<file path="src/rtl/ascon_sigma_seq.sv">
// Sequencer applying Sigma0..Sigma4 to a 320-bit Ascon state over the shared 32-bit sigma datapath.
// Optional abort input is enabled by defining ASCON_SIGMA_SEQ_ABORT_EN.

module ascon_sigma_seq #(
    parameter int LOGIC_GATING = 1,
    parameter int STARVE_MAX   = 8
) (
    input  logic         clk_i,
    input  logic         rst_ni,
    input  logic         start_i,
    output logic         req_ready_o,
    input  logic [319:0] state_i,
    output logic         res_valid_o,
    input  logic         res_ready_i,
    output logic [319:0] state_o,
    input  logic         core_en_i,
    output logic         core_stall_o,
    output logic         seq_grant_o,
    output logic         ascon_en_o,
    output logic [3:0]   ascon_op_o,
    output logic [31:0]  op_a_o,
    output logic [31:0]  op_b_o,
    input  logic [31:0]  ascon_result_i
`ifdef ASCON_SIGMA_SEQ_ABORT_EN
    ,
    input  logic         abort_i
`endif
);

    // ascon_op_o encoding: 2n selects ASCSIGnL, 2n+1 selects ASCSIGnH, so the op equals the step index.
    localparam int SW = (STARVE_MAX > 0) ? $clog2(STARVE_MAX + 1) : 1;
    localparam logic [SW-1:0] STARVE_LIM = SW'(STARVE_MAX);

    typedef enum logic [1:0] {IDLE, RUN, DONE} fsm_t;

    fsm_t          fsm;
    logic [3:0]    step;
    logic [SW-1:0] starve_cnt;
    logic [319:0]  src;
    logic [63:0]   lane;
    logic          abort;
    logic          running;
    logic          starve_hit;
    logic          grant;

`ifdef ASCON_SIGMA_SEQ_ABORT_EN
    assign abort = abort_i;
`else
    assign abort = 1'b0;
`endif

    assign running     = (fsm == RUN);
    assign req_ready_o = (fsm == IDLE);

    // Operands come from a private copy of the input, since state_o is overwritten half a lane at a time.
    assign lane = src[{step[3:1], 6'b0} +: 64];

    assign starve_hit   = (STARVE_MAX != 0) && (starve_cnt == STARVE_LIM);
    assign grant        = running && !abort && (!core_en_i || starve_hit);
    assign seq_grant_o  = grant;
    assign ascon_en_o   = grant;
    assign core_stall_o = grant && core_en_i;
    assign ascon_op_o   = running ? step : 4'd0;
    assign op_a_o       = (LOGIC_GATING == 0 || grant) ? lane[31:0]  : 32'd0;
    assign op_b_o       = (LOGIC_GATING == 0 || grant) ? lane[63:32] : 32'd0;

    always_ff @(posedge clk_i or negedge rst_ni) begin
        if (!rst_ni) begin
            fsm         <= IDLE;
            step        <= 4'd0;
            starve_cnt  <= '0;
            src         <= '0;
            state_o     <= '0;
            res_valid_o <= 1'b0;
        end else begin
            case (fsm)
                IDLE: begin
                    if (start_i) begin
                        src        <= state_i;
                        step       <= 4'd0;
                        starve_cnt <= '0;
                        fsm        <= RUN;
                    end
                end
                RUN: begin
                    if (abort) begin
                        state_o    <= '0;
                        starve_cnt <= '0;
                        fsm        <= IDLE;
                    end else if (grant) begin
                        // {step,5'b0} is 64*lane + 32*half, the word this step produces.
                        state_o[{step, 5'b0} +: 32] <= ascon_result_i;
                        starve_cnt <= '0;
                        if (step == 4'd9) begin
                            res_valid_o <= 1'b1;
                            fsm         <= DONE;
                        end else begin
                            step <= step + 4'd1;
                        end
                    end else if (starve_cnt != STARVE_LIM) begin
                        starve_cnt <= starve_cnt + SW'(1);
                    end
                end
                DONE: begin
                    if (abort) begin
                        state_o     <= '0;
                        res_valid_o <= 1'b0;
                        fsm         <= IDLE;
                    end else if (res_ready_i) begin
                        res_valid_o <= 1'b0;
                        fsm         <= IDLE;
                    end
                end
                default: fsm <= IDLE;
            endcase
        end
    end

endmodule

</file>
<file path="config.mk">
export PLATFORM = sky130hd
export DESIGN_NAME = ascon_sigma_seq
export DESIGN_NICKNAME = d
export VERILOG_FILES = /design/src/rtl/ascon_sigma_seq.sv
export SDC_FILE = /design/constraint.sdc
export NUM_CORES = 1
export LEC_CHECK = 0
export CAP_MARGIN = 20
export CORE_ASPECT_RATIO = 0.5
export CORE_MARGIN = 10
export CORE_UTILIZATION = 49
export DETAILED_ROUTE_END_ITERATION = 10
export GPL_ROUTABILITY_DRIVEN = 0
export GPL_TIMING_DRIVEN = 0
export MAX_ROUTING_LAYER = met4
export PLACE_DENSITY = 0.87
export SYNTH_ARGS = -nofsm -noshare
export SYNTH_HDL_FRONTEND = slang
export SYNTH_SLANG_ARGS = --single-unit
</file>
<file path="constraint.sdc">
create_clock -name clk_i -period 3.4 [get_ports clk_i]
set_clock_uncertainty 0.2 [all_clocks]
set_input_delay 0.34 -clock clk_i [delete_from_list [all_inputs] [get_ports clk_i]]
set_output_delay 0.34 -clock clk_i [all_outputs]
set_load 0.005 [all_outputs]
</file>
# Word level (Yosys, flattened, before mapping)
# Cells that the tools add are included.
dict set report totals {
  regBits 651
  elab_cells 56
}
dict set report classes {
  addsub 3
  eq_ne 11
  n_shift 3
  n_mux 20
  reduce_logical 13
}
# cell n
set op_table {}
lappend op_table {{$bwmux W320} 1}
lappend op_table {{$shift A32 B11 Y320 const A} 1}
lappend op_table {{$shiftx A32 B11 Y320} 1}
lappend op_table {{$shiftx A320 B10 Y64} 1}
lappend op_table {{$mux W32} 2}
lappend op_table {{$mux W4} 6}
lappend op_table {{$pmux W4 S2} 2}
lappend op_table {{$reduce_and A4 Y1} 3}
lappend op_table {{$neg A9 Y11} 1}
lappend op_table {{$add A4 B1 Y4 const B} 2}
lappend op_table {{$eq A4 B4 Y1 const B} 2}
lappend op_table {{$mux W2} 4}
lappend op_table {{$ne A2 B2 Y1 const B} 3}
lappend op_table {{$pmux W2 S3} 1}
lappend op_table {{$ne A2 B1 Y1 const B} 2}
lappend op_table {{$ne A4 B4 Y1 const B} 1}
lappend op_table {{$reduce_and A2 Y1} 2}
lappend op_table {{$reduce_bool A2 Y1} 2}
lappend op_table {{$mux W1} 3}
lappend op_table {{$ne A3 B1 Y1 const B} 1}
lappend op_table {{$reduce_and A3 Y1} 1}
lappend op_table {{$eq A2 B1 Y1 const B} 1}
lappend op_table {{$eq A2 B2 Y1 const B} 1}
lappend op_table {{$logic_and A1 B1 Y1} 2}
lappend op_table {{other kinds (4)} 4}

# Logic depth before layout (Yosys ltp)
dict set report logic_depth {
  depth_word 5
  mapped_depth 13
  mapped_depth_nobuf 7
}

# Least setup slack after synthesis
# Ideal clock, no wire load.
dict set report synth_path {
  path_kind {reg2reg}
  from {register step[1]}
  to {register state_o[162]}
  setup_time_ns 0.092
  t_arrival_ns 2.851
  slack_ns 0.257
  path_stages_with_launch 14
  path_buffers 7
  path_cell_list {dfrtp_1 > buf_2 > buf_2 > buf_2 > inv_1 > ha_1 > buf_2 > nor3b_2 > a31oi_1 > buf_6 > or2_1 > buf_2 > buf_6 > o31ai_2}
}
dict set report synth_via {
  elab_chain_len 3
  elab_cells_between_ends 4
}
# element line_no
set synth_lines {}
lappend synth_lines {{from (decl)} 37} ;# logic [3:0] step;
lappend synth_lines {{from (signal assigned)} 98} ;# step <= step + 4'd1;
lappend synth_lines {{$neg A9 Y11 *} 92} ;# state_o[{step, 5'b0} +: 32] <= ascon_result_i;
lappend synth_lines {{$shiftx A32 B11 Y320 / $shift A32 B11 Y320 (equally long branches)} 92}
lappend synth_lines {{$bwmux W320 *} 92}
lappend synth_lines {{to (signal, indexed assignment)} 92}
lappend synth_lines {{to (decl)} 15} ;# output logic [319:0] state_o,
# Mark *: on every way between the ends. The rest lies on a longest branch, timed or not.
# A chain may end at the register's enable or synchronous reset.

# Final worst setup path
dict set report layout_path {
  from {register step[1]}
  to {register state_o[149]}
}
# Same word-level chain as after synthesis.

==> results.md <==
- RSZ-0062 raised after global routing: yes
- Routed WL per cell: around 26 um
- Grt ovf: 0
- Global-route wire length before repair: approximately 170000 um
- Fill count: about 4000
- Crit Path Class: reg2reg
- Die Span X: roughly 360 um
- Syn Inst Count: roughly 2800
- Max-cap violations: 0
- CP endpoint kind: register
- Reg clk slew, reported paths: 0.07 ns
- Synthesis warning total: 0
- Site row count: 61
- Io pins: 750
- Final setup viols: 0
- Layout cells sized above 1: a little over 10%
- Area contributors post-synth: dfrtp_1 (59%), nand2_1 (15%), mux4_2 (5.2%)
- Fin crit period: 3.40 ns
- Startpoint types: register
- Via Count: 26700
- Distinct cells, synth: 54
- Worst hold path class: in2reg
- Post-DP HPWL: roughly 90000 um
- Lkg Pwr: ~18 nW
- Crit-path max FO: 10
- CTS tree: built
- Fin. Hold Viols: 0
- Synthesis-to-layout area growth: 39.6%
- Post-Syn Nets: between 3000 and 4000
- # DRC: 0
- Post-Place Setup Slack: -0.933 ns
- Max Slew Vio Count: 0
- Pin count of the biggest net entering global routing: ~120
- Multi-input combinational cell area: about 11000 sq um
- Mapped Area: 27800 sq um
- CTS Buffer Depth: 3
- Register area: approximately 16000 sq um
- Crit share post-route: 99.9%
- PD cells: ~920 nW/um^2
- Total core area: between 50000 and 60000 sq um
- Status: finished, final reports clean
- DRT antenna net count: 0
- GRT Total Usage: around a third
- Die area: ~67000 sq um
- DR pass1 iterations: 6
- Initial DRC count: approximately 3300
- Tightest Pin Transition: approximately 1.1 ns
- Asr flop ratio synth: 100%
- CP Data Required Time: around 3.7 ns
- Total routed wirelength: ~120000 um
- Die H: approximately 190 um
- Relative slew slack: roughly 25%
- # nets final: between 3000 and 4000
- Critical Path AT: between 3 and 4 ns
- Worst-Skew Late Latency: 0.62 ns
- Vias in the first global route: around 27000
- Number of synthesized flops with an enable pin: 0
- Initial antenna violation count: between 50 and 60
- Final Power: 35.6 mW
- Synth Area per Inst: between 9 and 10 sq um
- H-tree lvl count: 2
- Root Buffer: clkbuf_16
- Post-synth top cells: nand2_1 (1098), dfrtp_1 (651), o21ai_0 (285)
- CTS sink cnt: around 650
- #FFs+latches synth: 651
- FMAX: around 290 MHz
- Most frequent cell after synthesis: nand2_1
- Post-synth top area share: between 50% and 60%
- Post-synth top area cell: dfrtp_1
- Initial core utilization: roughly half
- Final setup margin: 0.00285 ns
- Routed vias/inst: 5.96
- VDD IR-drop max: 0.506 mV
- Seq/Total Area, Yosys: approximately 60%
- CTS buffer count: 57
- IO buf count: about 750
- Most common flop cell mapped by yosys: dfrtp_1
## sequential cells by signal, indices dropped and copies added, names as in the netlist
register / count
fsm: 2
res_valid_o: 1
src: 320
starve_cnt: 4
state_o: 320
step: 4
## routing by layer
layer | vias up | global-route usage, % | share of wire, %
met3 | 562 | 7.13 | 8.9
met2 | 1785 | 54.4 | 47
li1 | 11100 | - | -
met1 | 13300 | 39.4 | 35
met5 | - | - | 0
met4 | 0 | 25.8 | 9.1
## report_power, final
| group | leakage [nW] | internal (mW) | switching [mW] |
|---|---|---|---|
| registers | 8.45 | 10.9 | 1.94 |
| clock network | 0.912 | 3.62 | 3.05 |
| logic | 8.37 | 7.33 | 8.72 |
| total | 17.7 | 21.8 | 13.7 |
## metrics by stage
step	cells	hold slack, ns	TNS, ns	util (%)	instance area (sq um)
global route	4474	0.0445	-1.77	69.5	38800
floorplan	2798	-0.156	0	-	27800
finish	4475	0.0485	0	69.5	38800
global placement	4303	0.252	-	64.9	36200
detailed placement	4308	0.227	-229.27	65.1	36400
CTS	4419	0.0265	0	69.0	38500
## worst max-delay path: stages, from the launching register on
cell	delay (ns)
dfrtp_1	0.39
buf_12	0.18
buf_12	0.17
buf_12	0.16
inv_1	0.10
ha_1	0.45
nor4b_2	0.59
o211a_4	0.37
buf_2	0.29
mux2_2	0.37
## path summary, 6_finish.rpt
check / from / endpoint / slack (ns) / depth (start not counted)
hold / removal: state_i[313] / src[313] / 0.05 / 3
max in group asynchronous: rst_ni / state_o[305] / 1.35 / 4
min in group asynchronous: rst_ni / src[145] / 0.14 / 2
hold reg to reg: src[156] / src[156] / 0.27 / 2
setup / recovery: step[1] / state_o[149] / 0.003 / 9
setup reg to reg: step[1] / state_o[149] / 0.003 / 9
## kinds of logic (layout without fill, tap and decap cells)
kind of cell / Yosys count / after routing / synth area share (%)
flops: 651 / 651 / 58.6
buf+inv: 225 / 1095 / 3.37
compound gates: 541 / 541 / 12.5
simple gates: 1240 / 1240 / 17.2
other cells: 0 / 51 / 0
fa+ha+maj: 8 / 8 / 0.360
xor+xnor: 2 / 2 / 0.0630
mux: 131 / 131 / 7.89
## timing repair
action / in CTS / in global routing
buffers inserted: 6 / 4
hold buffers: 1 / 0
resized for setup: 90 / 41
setup endpoints to repair: 387 / 139
endpoints found under the hold margin: 87 / 0
pin swaps: 4 / 3
## final cells by class
type	instances	share of cell area (%)
well taps	756	2.44
repair buffers	766	20.0
multi-input cells	1922	27.5
flip-flops and latches	651	42.0
clock inverters	19	0.480
inverters	10	0.0967
clock buffers	86	4.30
plain buffers	214	2.86
diodes	51	0.329
## placed cells by master, fill, tap and decap left out, drive strengths merged, types with 2 or more instances in the layout
cell,count
mux2,65
clkinv,12
ha,8
buf,82
nand4,2
clkdlybuf4s50,733
a21oi,2
clkinvlp,2
clkbuf,235
nor2,105
o211ai,3
diode,51
a22oi,64
o21ai,330
dlygate4sd2,7
and3b,2
dlymetal6s2s,8
and2,3
nor3,3
dfrtp,651
or2,5
o22ai,2
nor2b,4
inv,12
nand2,1098
a22o,64
nand3,5
a31oi,4
mux2i,2
bufinv,3
mux4,64
nand2b,3
a21o,2
nor3b,2
o31ai,64
No activity file was read; power rests on OpenSTA's default activity.
